**config.mk**
```make
export PLATFORM = sky130hd
export DESIGN_NAME = pipelined_add_sub
export DESIGN_NICKNAME = d
export VERILOG_FILES = /design/src/rtl/pipelined_add_sub.sv
export SDC_FILE = /design/constraint.sdc
export NUM_CORES = 1
export LEC_CHECK = 0
export CAP_MARGIN = 20
export CORE_ASPECT_RATIO = 0.8
export CORE_MARGIN = 2
export CORE_UTILIZATION = 55
export DETAILED_ROUTE_END_ITERATION = 6
export PLACE_DENSITY_LB_ADDON = 0.15
export SLEW_MARGIN = 20
export SYNTH_ARGS = -nofsm -noshare
export SYNTH_HDL_FRONTEND = slang
export SYNTH_SLANG_ARGS = --single-unit
```
**constraint.sdc**
```tcl
create_clock -name clk -period 4.7 [get_ports clk]
set_input_delay 0.94 -clock clk [delete_from_list [all_inputs] [get_ports clk]]
set_output_delay 0.94 -clock clk [all_outputs]
set_load 0.005 [all_outputs]
```
**src/rtl/pipelined_add_sub.sv**
```systemverilog
// Pipelined WIDTH-bit adder/subtractor: one CW-bit chunk per stage, registered inter-stage carry,
// valid/ready flow control with a single global advance enable, registered condition flags.
module pipelined_add_sub #(
  parameter int WIDTH  = 64,
  parameter int STAGES = 4
) (
  input  logic             clk,
  input  logic             rst_n,
  input  logic             in_valid,
  output logic             in_ready,
  input  logic [WIDTH-1:0] a,
  input  logic [WIDTH-1:0] b,
  input  logic             sub,
  input  logic             c_in,
  output logic             out_valid,
  input  logic             out_ready,
  output logic [WIDTH-1:0] sum,
  output logic             c_out,
  output logic             ovf,
  output logic             zero,
  output logic             neg
);

  localparam int CW = WIDTH / STAGES;

  logic             adv;
  logic [WIDTH-1:0] bx;
  logic [WIDTH-1:0] res_q;
  logic             res_vld_q;
  logic             res_cout_q;
  logic             res_ovf_q;
  logic             res_zero_q;
  logic             res_neg_q;

  // The whole pipeline moves as one; a stalled output freezes every stage, bubbles included.
  assign adv       = out_ready || !res_vld_q;
  assign in_ready  = adv;
  assign bx        = sub ? ~b : b;

  assign out_valid = res_vld_q;
  assign sum       = res_q;
  assign c_out     = res_cout_q;
  assign ovf       = res_ovf_q;
  assign zero      = res_zero_q;
  assign neg       = res_neg_q;

  for (genvar k = 0; k < STAGES; k++) begin : g_stage
    // Stage k consumes the lowest remaining chunk; only not-yet-added operand chunks travel on.
    localparam int SW = WIDTH - k * CW;

    logic [SW-1:0]         src_a;
    logic [SW-1:0]         src_bx;
    logic                  src_c;
    logic                  src_v;
    logic [CW:0]           chunk;
    logic [(k+1)*CW-1:0]   nxt_sum;

    if (k == 0) begin : g_src
      assign src_a   = a;
      assign src_bx  = bx;
      assign src_c   = c_in;
      assign src_v   = in_valid && in_ready;
      assign nxt_sum = chunk[CW-1:0];
    end else begin : g_src
      assign src_a   = g_stage[k-1].g_mid.a_q;
      assign src_bx  = g_stage[k-1].g_mid.bx_q;
      assign src_c   = g_stage[k-1].g_mid.cry_q;
      assign src_v   = g_stage[k-1].g_mid.vld_q;
      assign nxt_sum = {chunk[CW-1:0], g_stage[k-1].g_mid.sum_q};
    end

    assign chunk = {1'b0, src_a[CW-1:0]} + {1'b0, src_bx[CW-1:0]} + {{CW{1'b0}}, src_c};

    if (k < STAGES - 1) begin : g_mid
      logic [SW-CW-1:0]    a_q;
      logic [SW-CW-1:0]    bx_q;
      logic [(k+1)*CW-1:0] sum_q;
      logic                cry_q;
      logic                vld_q;

      always_ff @(posedge clk or negedge rst_n) begin
        if (!rst_n) begin
          a_q   <= '0;
          bx_q  <= '0;
          sum_q <= '0;
          cry_q <= 1'b0;
          vld_q <= 1'b0;
        end else if (adv) begin
          a_q   <= src_a[SW-1:CW];
          bx_q  <= src_bx[SW-1:CW];
          sum_q <= nxt_sum;
          cry_q <= chunk[CW];
          vld_q <= src_v;
        end
      end
    end else begin : g_last
      // The top chunk still holds the operand sign bits, so overflow needs no separate copies.
      always_ff @(posedge clk or negedge rst_n) begin
        if (!rst_n) begin
          res_q      <= '0;
          res_vld_q  <= 1'b0;
          res_cout_q <= 1'b0;
          res_ovf_q  <= 1'b0;
          res_zero_q <= 1'b0;
          res_neg_q  <= 1'b0;
        end else if (adv) begin
          res_q      <= nxt_sum;
          res_vld_q  <= src_v;
          res_cout_q <= chunk[CW];
          res_ovf_q  <= (src_a[SW-1] == src_bx[SW-1]) && (nxt_sum[WIDTH-1] != src_a[SW-1]);
          res_zero_q <= (nxt_sum == '0);
          res_neg_q  <= nxt_sum[WIDTH-1];
        end
      end
    end
  end

endmodule

```
==> flow_metrics.tcl, run 1 <==
set metrics [dict create \
    core_sq_mm 0.03031 \
    worst_setup_path_start_kind "input port" \
    peakVddDrop_uv 386.4 \
    fmax_mhz 284.4 \
    hold_viol 0 \
    hp-class "in -> async" \
    stdcell_area_sq_mm 0.02044 \
    skew_ps 9.440 \
    crit_family "buffers and inverters" \
    rsz0062_at_grt "no" \
    wl_mm 36.45 \
    drc 0 \
    fp.dieH_um 160.7 \
    final_nets 2259 \
    finalSetupViolCount 0 \
    hpwlAfterDp_mm 24.75 \
    worst_slack_ps 1183 \
    synth_area_per_cell_sq_um 8.908 \
    rrSetupSlack_ps 1670 \
    synth_cell_types 58 \
    cap_violations 0 \
    ctsRootBufferMaster "clkbuf_16" \
    slew_viol_final 0 \
    critical_path.max_stage_delay_ps 610 \
    drive_above_1_share_pct 3.985 \
    slew_headroom_pct 28.42 \
    end_kind "output pin" \
    vias 12960 \
    p_leak_nw 9.829 \
    fin_crit_ps 3517 \
    tns_ps 0 \
    final_util_pct 67.43 \
    antenna_cells 0 \
    grt_pass1_wl_mm 61.32 \
    rows 57 \
    numCtsBuffers 38 \
    post-place-ws_ps 981.9 \
    post_cts_buffers 0 \
    first_pass_iters 5 \
    crit_top_cell "clkdlybuf4s50_1" \
    antenna_found_initial 0 \
    grt_pass1_vias 12520 \
    reg2reg_depth 9 \
    ys_seq_area_share_pct 53.69 \
    cp_cell_sequence "clkdlybuf4s50_1, nor2b_4, inv_8, clkdlybuf4s50_1" \
    htreeDepth 2 \
    cp.depth 4 \
    async_flop_share_pct 100.0 \
    wire_per_inst_um 14.60 \
    grt_start_max_net_pins 230 \
    clk_latency_ps 520 \
    synth_area_sq_mm 0.01687 \
    yosys_warnings 0 \
    first_iter_violations 786 \
    die_x_um 199.8 \
    critPathKind "in -> out" \
    vias_per_cell 5.190 \
    crit_slowest_cell "clkdlybuf4s50_1" \
    grt_usage_pct 23.50 \
    route.antenna.remaining_nets 0 \
    fin_crit_sh_pct 74.82 \
    numPortBuffers 203 \
    dieArea_sq_mm 0.03210 \
    grt_overflow_total 0 \
    synth_cells 1894 \
    status "complete, no violations" \
    worst_slew_pin_slew_ps 1074 \
    startpoint "out_ready" \
    p_per_area_mw_per_mm2 674.8 \
    dpl_cell_area_sq_mm 0.01922 \
    syn_to_final_growth_pct 21.14 \
    crit_end "in_ready" \
    critPathMaxFanout 98 \
    worst_ep_required_time_ps 3760 \
    cts_buffer_depth 3 \
    arrival_ps 2580 \
    synth_seq_cells 362 \
    initial_utilization_pct 55.66 \
    io_pins 204 \
    synthesis.nets 2096 \
    rr_endpoint "zero" \
    synth-edff-count 0 \
    gp_congestion 0.8701 \
    cts_hold_buf 0 \
    critPathBufInv 3 \
    r2r-start "g_stage[2].g_mid.a_q[0]" \
    cts_num_sinks 362 \
    synth_flop_cell "dfrtp_1" \
    ctsResizeCount 0 \
    path_clk_slew_ps 60 \
    cts_tree "yes" \
]
-- where the power goes --
part / leakage [nW] / total, mW / switching (mW) / internal (mW)
Clock: 0.604 / 2.90 / 1.17 / 1.73
Combinational: 4.87 / 5.50 / 3.02 / 2.47
Sequential: 4.35 / 5.40 / 0.882 / 4.52
-- worst min-delay path by stage --
stage                             end  slack (ps)  depth (start not counted)
2_1_floorplan  g_stage[2].g_mid.vld_q         430                          2
3_3_place_gp                out_valid         440                          1
3_5_place_dp                out_valid         450                          1
4_1_cts                        sum[7]         460                          1
5_1_grt                     out_valid         470                          1
6_report                       sum[0]         420                          1
-- metal layers --
layer | global-route usage (%) | share of wire, % | vias up
met1 | 34.00 | 47 | 6139
met5 | 0 | 0 | -
met3 | 3.633 | 4.2 | 68
met4 | 7.172 | 2.5 | 0
li1 | - | - | 6483
met2 | 36.84 | 47 | 265
-- metrics by stage --
step | hold WS [ps] | power [mW] | std cells
floorplan | 430.0 | 9.058 | 1894
global placement | 442.3 | 10.75 | 2430
detailed placement | 446.4 | 10.96 | 2430
CTS | 456.2 | 13.93 | 2496
global route | 467.3 | 14.94 | 2496
finish | 419.1 | 13.79 | 2496
-- synthesized netlist by cell type (5+ instances only) --
cell type,n,area share (%)
a211oi_1,16,0.71
a21o_1,9,0.40
a21oi_1,53,1.6
a31oi_1,5,0.19
and3_1,9,0.33
buf_1,11,0.24
buf_2,22,0.65
clkbuf_1,55,1.2
dfrtp_1,362,54
fa_1,8,0.95
ha_1,60,4.4
inv_1,24,0.53
nand2_1,831,18
nand3_1,20,0.59
nand3b_1,5,0.22
nand4_1,6,0.22
nor2_1,69,1.5
nor2b_1,8,0.30
nor3_1,21,0.62
nor3b_1,6,0.27
nor4_1,16,0.59
o211ai_1,6,0.27
o21a_1,12,0.53
o21ai_0,91,2.7
o31ai_1,10,0.44
or3_1,10,0.37
xnor2_1,65,3.4
xor2_1,39,2.0
-- worst reg2reg max path, stage by stage, from the launching register on --
cell and delay (ps):
dfrtp_1 400, fa_1 490, fa_1 420, a21oi_1 230, o211ai_1 180, o221a_2 320, a31oi_1 280, xor2_1 280
nand3_1 100, o31ai_1 230
-- flip-flops by register name, indices dropped and copies added, names as in the netlist --
register / cells
c_out: 1
zero: 1
out_valid: 1
g_stage.g_mid.vld_q: 3
g_stage.g_mid.a_q: 96
g_stage.g_mid.cry_q: 3
g_stage.g_mid.bx_q: 96
sum: 64
ovf: 1
g_stage.g_mid.sum_q: 96
-- cells by family after synthesis --
group	synth area share (%)
flip-flops	53.69
AO/OA/AOI/OAI	8.462
adder cells (fa/ha/maj)	5.399
buffers and inverters	2.729
XOR/XNOR	5.399
multiplexers	0.2002
AND/OR/NAND/NOR	24.12
-- placed cells by master, fill, tap and decap left out, drive strengths merged, types with 5 or more instances in the layout --
master,Yosys,layout
and3,10,10
o21ai,92,92
fa,8,8
o21a,12,12
clkdlybuf4s50,0,201
ha,60,60
or3,10,10
a21oi,54,54
nor2b,8,8
nor4,16,16
nor2,69,69
clkinv,0,6
a21o,9,9
buf,34,12
a211oi,17,17
nand3,20,20
xnor2,65,65
xor2,39,39
nand2,831,831
nand4,6,6
o31ai,10,10
a31oi,6,6
nor3,21,21
dfrtp,362,362
inv,24,24
o211ai,7,7
nor3b,6,6
clkbuf,56,59
nand3b,5,5
-- area by class of cell --
type / count / area [sq um]
fillers: 2522 / 9872
multi-input cells: 1418 / 7360
inverters: 24 / 97.59
clock inverters: 7 / 37.54
well taps: 413 / 516.7
repair buffers: 213 / 2185
flip-flops and latches: 362 / 9059
clock buffers: 59 / 1184
Power figures use the tool's default switching activity.
==> inputs of run 2 (changes only) <==
--- a/config.mk
+++ b/config.mk
@@ -8,7 +8,7 @@
 export CAP_MARGIN = 20
 export CORE_ASPECT_RATIO = 0.8
 export CORE_MARGIN = 2
-export CORE_UTILIZATION = 55
+export CORE_UTILIZATION = 51
 export DETAILED_ROUTE_END_ITERATION = 6
 export PLACE_DENSITY_LB_ADDON = 0.15
 export SLEW_MARGIN = 20
==> constraint.sdc (replaced) <==
create_clock -name clk -period 2.85 [get_ports clk]
set_input_delay 0.57 -clock clk [delete_from_list [all_inputs] [get_ports clk]]
set_output_delay 0.57 -clock clk [all_outputs]
set_load 0.005 [all_outputs]
==> flow_metrics.tcl, run 2 (synthesis results as in run 1) <==
set metrics [dict create \
    status "complete, no violations" \
    hold_viol 0 \
    syn_to_final_growth_pct 23.64 \
    fin_cells 2547 \
    p_per_area_mw_per_mm2 1101 \
    slew_viol_final 0 \
    grt_usage_pct 22.20 \
    gp_congestion 0.8943 \
    total_power_mw 22.96 \
    critPathBufInv 2 \
    intPower_mw 14.43 \
    path_clk_slew_ps 60 \
    cp.depth 11 \
    vias 12990 \
    core_sq_mm 0.03256 \
    worst_setup_path_start_kind "register" \
    numPortBuffers 203 \
    drc 0 \
    holdPathStages 2 \
    peakVddDrop_uv 417.9 \
    rows 59 \
    clk_latency_ps 530 \
    hpwlAfterDp_mm 26.94 \
    grt_pass1_vias 12650 \
    end_kind "register" \
    fin_crit_sh_pct 95.31 \
    arrival_ps 3110 \
    dp_cells 2486 \
    grt_pass1_wl_mm 63.40 \
    final_common_cell "nand2_1" \
    pwr-share-seq_pct 39.0 \
    post_cts_buffers 0 \
    worst_slew_pin_slew_ps 573.4 \
    finalSetupViolCount 0 \
    htreeDepth 2 \
    final_cell_mix "831 x nand2_1, 362 x dfrtp_1, 201 x clkdlybuf4s50_1, 91 x o21ai_0, 69 x nor2_1" \
    dieArea_sq_mm 0.03456 \
    slew_headroom_pct 61.42 \
    grt_start_max_net_pins 129 \
    cts_num_sinks 362 \
    cts_tree "yes" \
    first_pass_iters 5 \
    fmax_mhz 368.1 \
    combinationalPowerShare_pct 40.8 \
    hp-class "reg -> reg" \
    first_iter_violations 783 \
    final_nets 2301 \
    fin_crit_ps 2716 \
    cp_cell_sequence "inv_1, fa_1, inv_1, fa_1, a211o_1, a21oi_1, o21a_1, o211ai_1, a41oi_2, nor2_1, o41a_1" \
    crit_family "compound AO/OA/AOI/OAI gates" \
    swShare_pct 37.16 \
    wl_mm 37.91 \
    critical_path.max_stage_delay_ps 420 \
    cap_violations 0 \
    antenna_cells 0 \
    cts_buffer_depth 3 \
    p_leak_nw 10.04 \
    ctsRootBufferMaster "clkbuf_16" \
    initial_utilization_pct 51.82 \
    worst_ep_required_time_ps 3250 \
    io_pins 204 \
    drive_above_1_share_pct 6.462 \
    die_x_um 207.4 \
    route.antenna.remaining_nets 0 \
    critPathMaxFanout 3 \
    fp.dieH_um 166.7 \
    wire_per_inst_um 14.88 \
    critPathKind "reg -> reg" \
    top_regs "g_stage.g_mid.a_q: 96 flops, g_stage.g_mid.bx_q: 96 flops, g_stage.g_mid.sum_q: 96 flops" \
    vias_per_cell 5.099 \
    p_clk_share_pct 20.2 \
    skew_ps 19.80 \
    reg2reg_depth 11 \
    n_fill_cell 2798 \
    antenna_found_initial 0 \
    p_sw_mw 8.532 \
    numCtsBuffers 37 \
    grt_overflow_total 0 \
    crit_slowest_cell "fa_1" \
    rsz0062_at_grt "no" \
]
-- run 2: cell types whose count changed in the layout (fill, tap and decap cells not counted), moves of 2 or more --
| cell | before | now |
|---|---|---|
| fa_1 | 8 | 2 |
| clkbuf_16 | 41 | 37 |
| clkbuf_1 | 9 | 7 |
| buf_12 | 6 | 13 |
| a31oi_1 | 5 | 3 |
| buf_4 | 5 | 40 |
| clkbuf_8 | 9 | 6 |
| bufinv_16 | 0 | 2 |
| inv_6 | 0 | 2 |
| fa_2 | 0 | 6 |
-- run 2: worst reg2reg max path, stage by stage (launching register included) --
cell      delay, ps
dfrtp_1         350
inv_1           110
fa_1            200
inv_1            50
fa_1            420
a211o_1         280
a21oi_1         200
o21a_1          200
o211ai_1        160
a41oi_2         220
nor2_1           60
o41a_1          340
-- run 2: through the flow --
step	hold slack (ps)	cell area (sq um)	setup WS (ps)	util, %	setup TNS [ps]
3_5_place_dp	451.9	19650	-420.9	60.36	-2574
2_1_floorplan	274.4	16900	6.170	-	0
6_report	463.3	20860	133.6	64.08	0
3_3_place_gp	449.0	19650	-308.4	60.36	-1702
5_1_grt	483.9	20860	0.1708	64.08	0
4_1_cts	467.9	20810	3.471	63.92	0
-- run 2: power groups by stage --
stage / combinational [mW] / sequential, mW / clock [mW]
4_1_cts: 9.41 / 8.96 / 4.76
5_1_grt: 10.7 / 9.24 / 4.96
3_5_place_dp: 9.35 / 9.03 / 0
2_1_floorplan: 6.37 / 8.58 / 0
3_3_place_gp: 9.06 / 8.96 / 0
6_report: 9.38 / 8.95 / 4.64
-- run 2: cell type report --
type / count / area (sq um) / area share [%]
inverters: 24 / 97.59 / 0.4679
clock buffers: 50 / 1035 / 4.960
multi-input cells: 1418 / 7430 / 35.62
clock inverters: 10 / 107.6 / 0.5158
repair buffers: 256 / 2597 / 12.45
well taps: 427 / 534.3 / 2.561
flip-flops and latches: 362 / 9059 / 43.43
-- run 2: repair_timing --
item                                   4_1_cts  5_1_grt
endpoints found under the hold margin        6        0
gates resized for setup                      1       11
hold buffers                                 1        0
pin swaps                                    0        6
setup endpoints to repair                    1        7
-- run 2: worst paths after layout --
check,slack (ps),to,startpoint
max in group asynchronous,1400,g_stage[1].g_mid.bx_q[25],rst_n
min reg2reg,460,sum[20],sum[20]
min,460,sum[20],sum[20]
max,130,g_stage[2].g_mid.cry_q,g_stage[1].g_mid.cry_q
max reg2reg,130,g_stage[2].g_mid.cry_q,g_stage[1].g_mid.cry_q
min in group asynchronous,580,sum[0],rst_n
-- run 2: metal layers --
| metal | GRT usage, % | vias up | wire, um |
|---|---|---|---|
| li1 | - | 6563 | - |
| met1 | 31.35 | 6133 | 17810 |
| met2 | 35.62 | 234 | 17610 |
| met3 | 3.677 | 56 | 1523 |
| met4 | 6.398 | 0 | 966 |
| met5 | 0 | - | 0 |
==> RTL edit 1, RTL diff (config.mk and constraints of run 2) <==
`WIDTH`: 64 -> 128.
--- a/src/rtl/pipelined_add_sub.sv
+++ b/src/rtl/pipelined_add_sub.sv
@@ -2,5 +2,5 @@
 // valid/ready flow control with a single global advance enable, registered condition flags.
 module pipelined_add_sub #(
-  parameter int WIDTH  = 64,
+  parameter int WIDTH  = 128,
   parameter int STAGES = 4
 ) (
Ports: changed (resized a, b and sum); port bits go from 204 to 396. No check against the original RTL was run, so the function may have changed too.
==> RTL edit 1 against run 2 <==
The flow now finishes with violations (negative setup slack). Routed wire length grew 140%. Clock skew is 6.4 ps higher. Sequential cell count increased by 352. Synthesized area is 100% higher. Critical path depth grew 1. Sequential share of layout area down 4.1 points. Setup slack worse by 1000 ps. Total power increased by 130%. First-iteration DRC count increased to 2.7 times the old value. Count of clock-buffer cells in the layout grew 49. Cell area increased by 120%. Largest cell class unchanged. Largest power group unchanged.
==> RTL edit 1: results (changes against run 2) <==
run status=finished, violations left (was finished, final reports clean); violations in the final reports=negative setup slack; total leakage power=22.2 nW (was 10.0 nW); slew margin rel.=0.330 (was 0.614); per-cell via count in the routed design=5.13 (was 5.10); detailed-route wire length per cell=16.2 µm (was 14.9 µm); Total Routing Usage GR=0.260 (was 0.222); setup violation total in the final timing report=37 (was 0); wire length of the first global-routing pass=143,000 µm (was 63,400 µm); kind of cell adding the most delay to the critical path=simple AND/OR/NAND/NOR gates (was compound AO/OA/AOI/OAI gates); signal arrival time at the worst endpoint=4280 ps (was 3110 ps); Routed Wire Length=89,300 µm (was 37,900 µm); Largest stage delay, worst path=450 ps (was 420 ps); worst slack, placed=-1170 ps (was -421 ps); clock skew after layout=26.2 ps (was 19.8 ps); top post-synthesis cells by count=sky130_fd_sc_hd__nand2_1 (1,683), sky130_fd_sc_hd__dfrtp_1 (714), sky130_fd_sc_hd__o21ai_0 (217) (was sky130_fd_sc_hd__nand2_1 (831), sky130_fd_sc_hd__dfrtp_1 (362), sky130_fd_sc_hd__o21ai_0 (91)); distinct cell type count of the synthesized netlist=71 (was 58); fraction of layout instances using a drive strength above 1=0.164 (was 0.0646); number of H-tree branching levels=3 (was 2); sequential element share of the synthesized area=0.529 (was 0.537); worst-case setup margin in the final layout=-874 ps (was 134 ps); placed instance count=5,339 (was 2,486); insertion delay to the later sink of the worst-skew pair=610 ps (was 530 ps); number of standard cells after synthesis=3,871 (was 1,894); peak ir drop on the vdd network=0.658 mV (was 0.418 mV)
[RTL edit 1: changes by cell type after synthesis, sizes merged, moves of 64 or more]
cell / change
nand2: +852
dfrtp: +352
o21ai: +125
clkbuf: +124
a21oi: +98
xnor2: +87
nor2: +71
ha: +64
[RTL edit 1: path summary, 6_finish.rpt]
check                                                 startpoint  cells past startpoint                                    end  slack [ps]
max                           g_stage[2].g_mid.cry_q$_DFFE_PN0N_                     12                       zero$_DFFE_PN0N_        -870
max reg2reg                   g_stage[2].g_mid.cry_q$_DFFE_PN0N_                     12                       zero$_DFFE_PN0N_        -870
min reg2reg                g_stage[1].g_mid.bx_q[57]$_DFFE_PN0N_                      2  g_stage[2].g_mid.bx_q[25]$_DFFE_PN0N_         450
max in group asynchronous                                  rst_n                      4   g_stage[1].g_mid.a_q[46]$_DFFE_PN0N_        1390
min                        g_stage[1].g_mid.bx_q[57]$_DFFE_PN0N_                      2  g_stage[2].g_mid.bx_q[25]$_DFFE_PN0N_         450
min in group asynchronous                                  rst_n                      2                    sum[20]$_DFFE_PN0N_         550
[RTL edit 1: cells by family (layout without fill, tap and decap cells)]
family,count (synthesis),in the layout,share of synthesized area
adder cells (fa/ha/maj),132,132,0.0506
AND/OR/NAND/NOR,1997,1997,0.234
AO/OA/AOI/OAI,558,558,0.0991
other,0,1,0
buffers and inverters,233,1020,0.0260
XOR/XNOR,234,234,0.0606
multiplexers,3,3,0.000962
flip-flops,714,714,0.529
[RTL edit 1: repair_timing]
action	in CTS	in global routing
setup endpoints to repair	58	67
pin swaps	110	97
hold buffers	1	0
hold endpoints to repair	41	0
gates resized for setup	124	134
cloned	0	1
setup buffers	40	33
[RTL edit 1: routing by layer]
layer  up-vias  track usage  wire length, µm
li1      14049            -                -
met1     13538        0.390            43200
met2       603        0.392            39700
met3       120       0.0375             4190
met4         0       0.0773             2260
met5         -            0                0
[RTL edit 1: stage by stage]
step,total power [mW],cell area [µm²]
floorplan,30.3,34000
global placement,40.9,41500
detailed placement,41.3,41500
CTS,52.6,44700
global route,57.7,45500
finish,53.7,45500
[RTL edit 1: layout make-up]
type	instances	area (µm²)	share of cell area
Clock buffer	99	2120	0.0466
Antenna cell	1	2.50	0.0000550
Inverter	41	161	0.00355
Sequential cell	714	17900	0.393
Timing Repair Buffer	852	7770	0.171
Multi-Input combinational cell	2924	16100	0.355
Tap cell	860	1080	0.0237
Clock inverter	28	352	0.00773
[RTL edit 1: power by group]
group | leakage [nW] | switching [mW] | internal [mW]
clock | 1.22 | 4.06 | 5.85
combinational | 12.4 | 13.3 | 12.9
sequential | 8.59 | 2.91 | 14.7
total | 22.2 | 20.3 | 33.4
==> RTL edit 2, RTL diff (flow settings as in run 2) <==
Without the edit above. Put one more register stage on the output `ovf`, with the module's reset. The value now appears one clock later. The other outputs are not delayed to match.
--- a/src/rtl/pipelined_add_sub.sv
+++ b/src/rtl/pipelined_add_sub.sv
@@ -41,5 +41,11 @@
   assign sum       = res_q;
   assign c_out     = res_cout_q;
-  assign ovf       = res_ovf_q;
+  always_ff @(posedge clk or negedge rst_n) begin
+    if (!rst_n) begin
+      ovf <= '0;
+    end else begin
+      ovf <= res_ovf_q;
+    end
+  end
   assign zero      = res_zero_q;
   assign neg       = res_neg_q;
Behaviour: not the same (Yosys sat finds a counterexample within 10 cycles, from zero or initial values and one cycle with rst_n low).
==> RTL edit 2 against run 2 <==
The run now ends with negative setup slack left. Sequential power is essentially flat. Non-clock buffer count grew 16. Cell area grew 1.1%. First-iteration DRC count grew 17%. Synthesized cell count grew 0.58%. Count of clock-buffer cells in the layout grew 1. Setup slack lost 170 ps. Total power grew 1.4%. Synthesized area grew 0.71%. Routed wire length grew 1.6%. Sequential cell count grew 1. Critical endpoint is now g_stage[0].g_mid.sum_q[15]$_DFFE_PN0N_. Largest cell class unchanged.
==> RTL edit 2: results (changes against run 2) <==
run status=finished, violations left (was finished, final reports clean); violations in the final reports=negative setup slack; worst-case setup margin in the final layout=-34.6 ps (was 134 ps); number of buffers other than clock buffers in the final layout=272 (was 256); Seq. pwr=8.96 mW (was 8.95 mW); met3 wirelength from detailed routing=1740 µm (was 1520 µm); violation count after the first detailed-route iteration=917 (was 783); footprint of the multi-input gates=7600 µm² (was 7430 µm²); Largest stage delay, worst path=460 ps (was 420 ps); peak ir drop on the vdd network=0.505 mV (was 0.418 mV); cell at the slowest stage of the critical path=sky130_fd_sc_hd__o41a_1 (was sky130_fd_sc_hd__fa_1); Net count, final=2,327 (was 2,301); buffering overhead=0.128 (was 0.125); power dissipated in the clock network=4.58 mW (was 4.64 mW); worst slack, placed=-792 ps (was -421 ps); Routed Wire Length=38,500 µm (was 37,900 µm); fraction of layout instances using a drive strength above 1=0.0718 (was 0.0646); metal1 wirelength=18,200 µm (was 17,800 µm); setup violation total in the final timing report=1 (was 0); worst hold path depth=0 (was 2); setup TNS=-34.6 ps (was 0 ps); internal power of the cells=14.6 mW (was 14.4 mW); biggest fanout along the worst timing path=4 (was 3); pin count of the biggest net entering global routing=93 (was 129); FF-to-FF setup slack=80 ps (was 130 ps); wire length of the first global-routing pass=64,700 µm (was 63,400 µm); ClkCell Share=0.0522 (was 0.0548); met2 demand-to-capacity share in global routing=0.353 (was 0.356); top post-synthesis cells by count=sky130_fd_sc_hd__nand2_1 (840), sky130_fd_sc_hd__dfrtp_1 (363), sky130_fd_sc_hd__o21ai_0 (83) (was sky130_fd_sc_hd__nand2_1 (831), sky130_fd_sc_hd__dfrtp_1 (362), sky130_fd_sc_hd__o21ai_0 (91))
RTL edit 2: cell types whose count changed after synthesis, sizes merged, moves of 7 or more:
cell	delta
and3	-7
buf	-20
clkbuf	+21
nand2	+9
nand2b	+8
nor2	-9
RTL edit 2: how the worst max path moves through the flow:
| stage | start | to | slack [ps] | depth (start not counted) |
|---|---|---|---|---|
| after floorplan | sub | g_stage[0].g_mid.sum_q[15]$_DFFE_PN0N_ | -520 | 11 |
| after global placement | b[0] | g_stage[0].g_mid.sum_q[15]$_DFFE_PN0N_ | -690 | 10 |
| after detailed placement | b[0] | g_stage[0].g_mid.sum_q[13]$_DFFE_PN0N_ | -790 | 11 |
| after CTS | a[1] | g_stage[0].g_mid.sum_q[13]$_DFFE_PN0N_ | 0.4 | 10 |
| after global routing | sub | g_stage[0].g_mid.sum_q[15]$_DFFE_PN0N_ | -110 | 10 |
| final | sub | g_stage[0].g_mid.sum_q[15]$_DFFE_PN0N_ | -30 | 10 |
RTL edit 2: cell families (layout without fill, tap and decap cells):
group	after synthesis	count (layout)	share of synthesized area
simple gates	1017	1017	0.241
flops	363	363	0.535
compound gates	244	244	0.0909
buf+inv	110	350	0.0258
xor+xnor	97	97	0.0500
fa+ha+maj	68	68	0.0536
mux	6	6	0.00390
RTL edit 2: stage by stage:
stage               std cells  area, µm²
global route             2572      21100
CTS                      2566      20900
detailed placement       2504      19800
global placement         2504      19800
finish                   2572      21100
floorplan                1905      17000
RTL edit 2: worst max-delay path, delay by kind of cell:
family                   cells  cell delay, ps
AO/OA/AOI/OAI                6            2010
XOR/XNOR                     1             150
adder cells (fa/ha/maj)      1             370
buffers and inverters        1             120
AND/OR/NAND/NOR              1              90
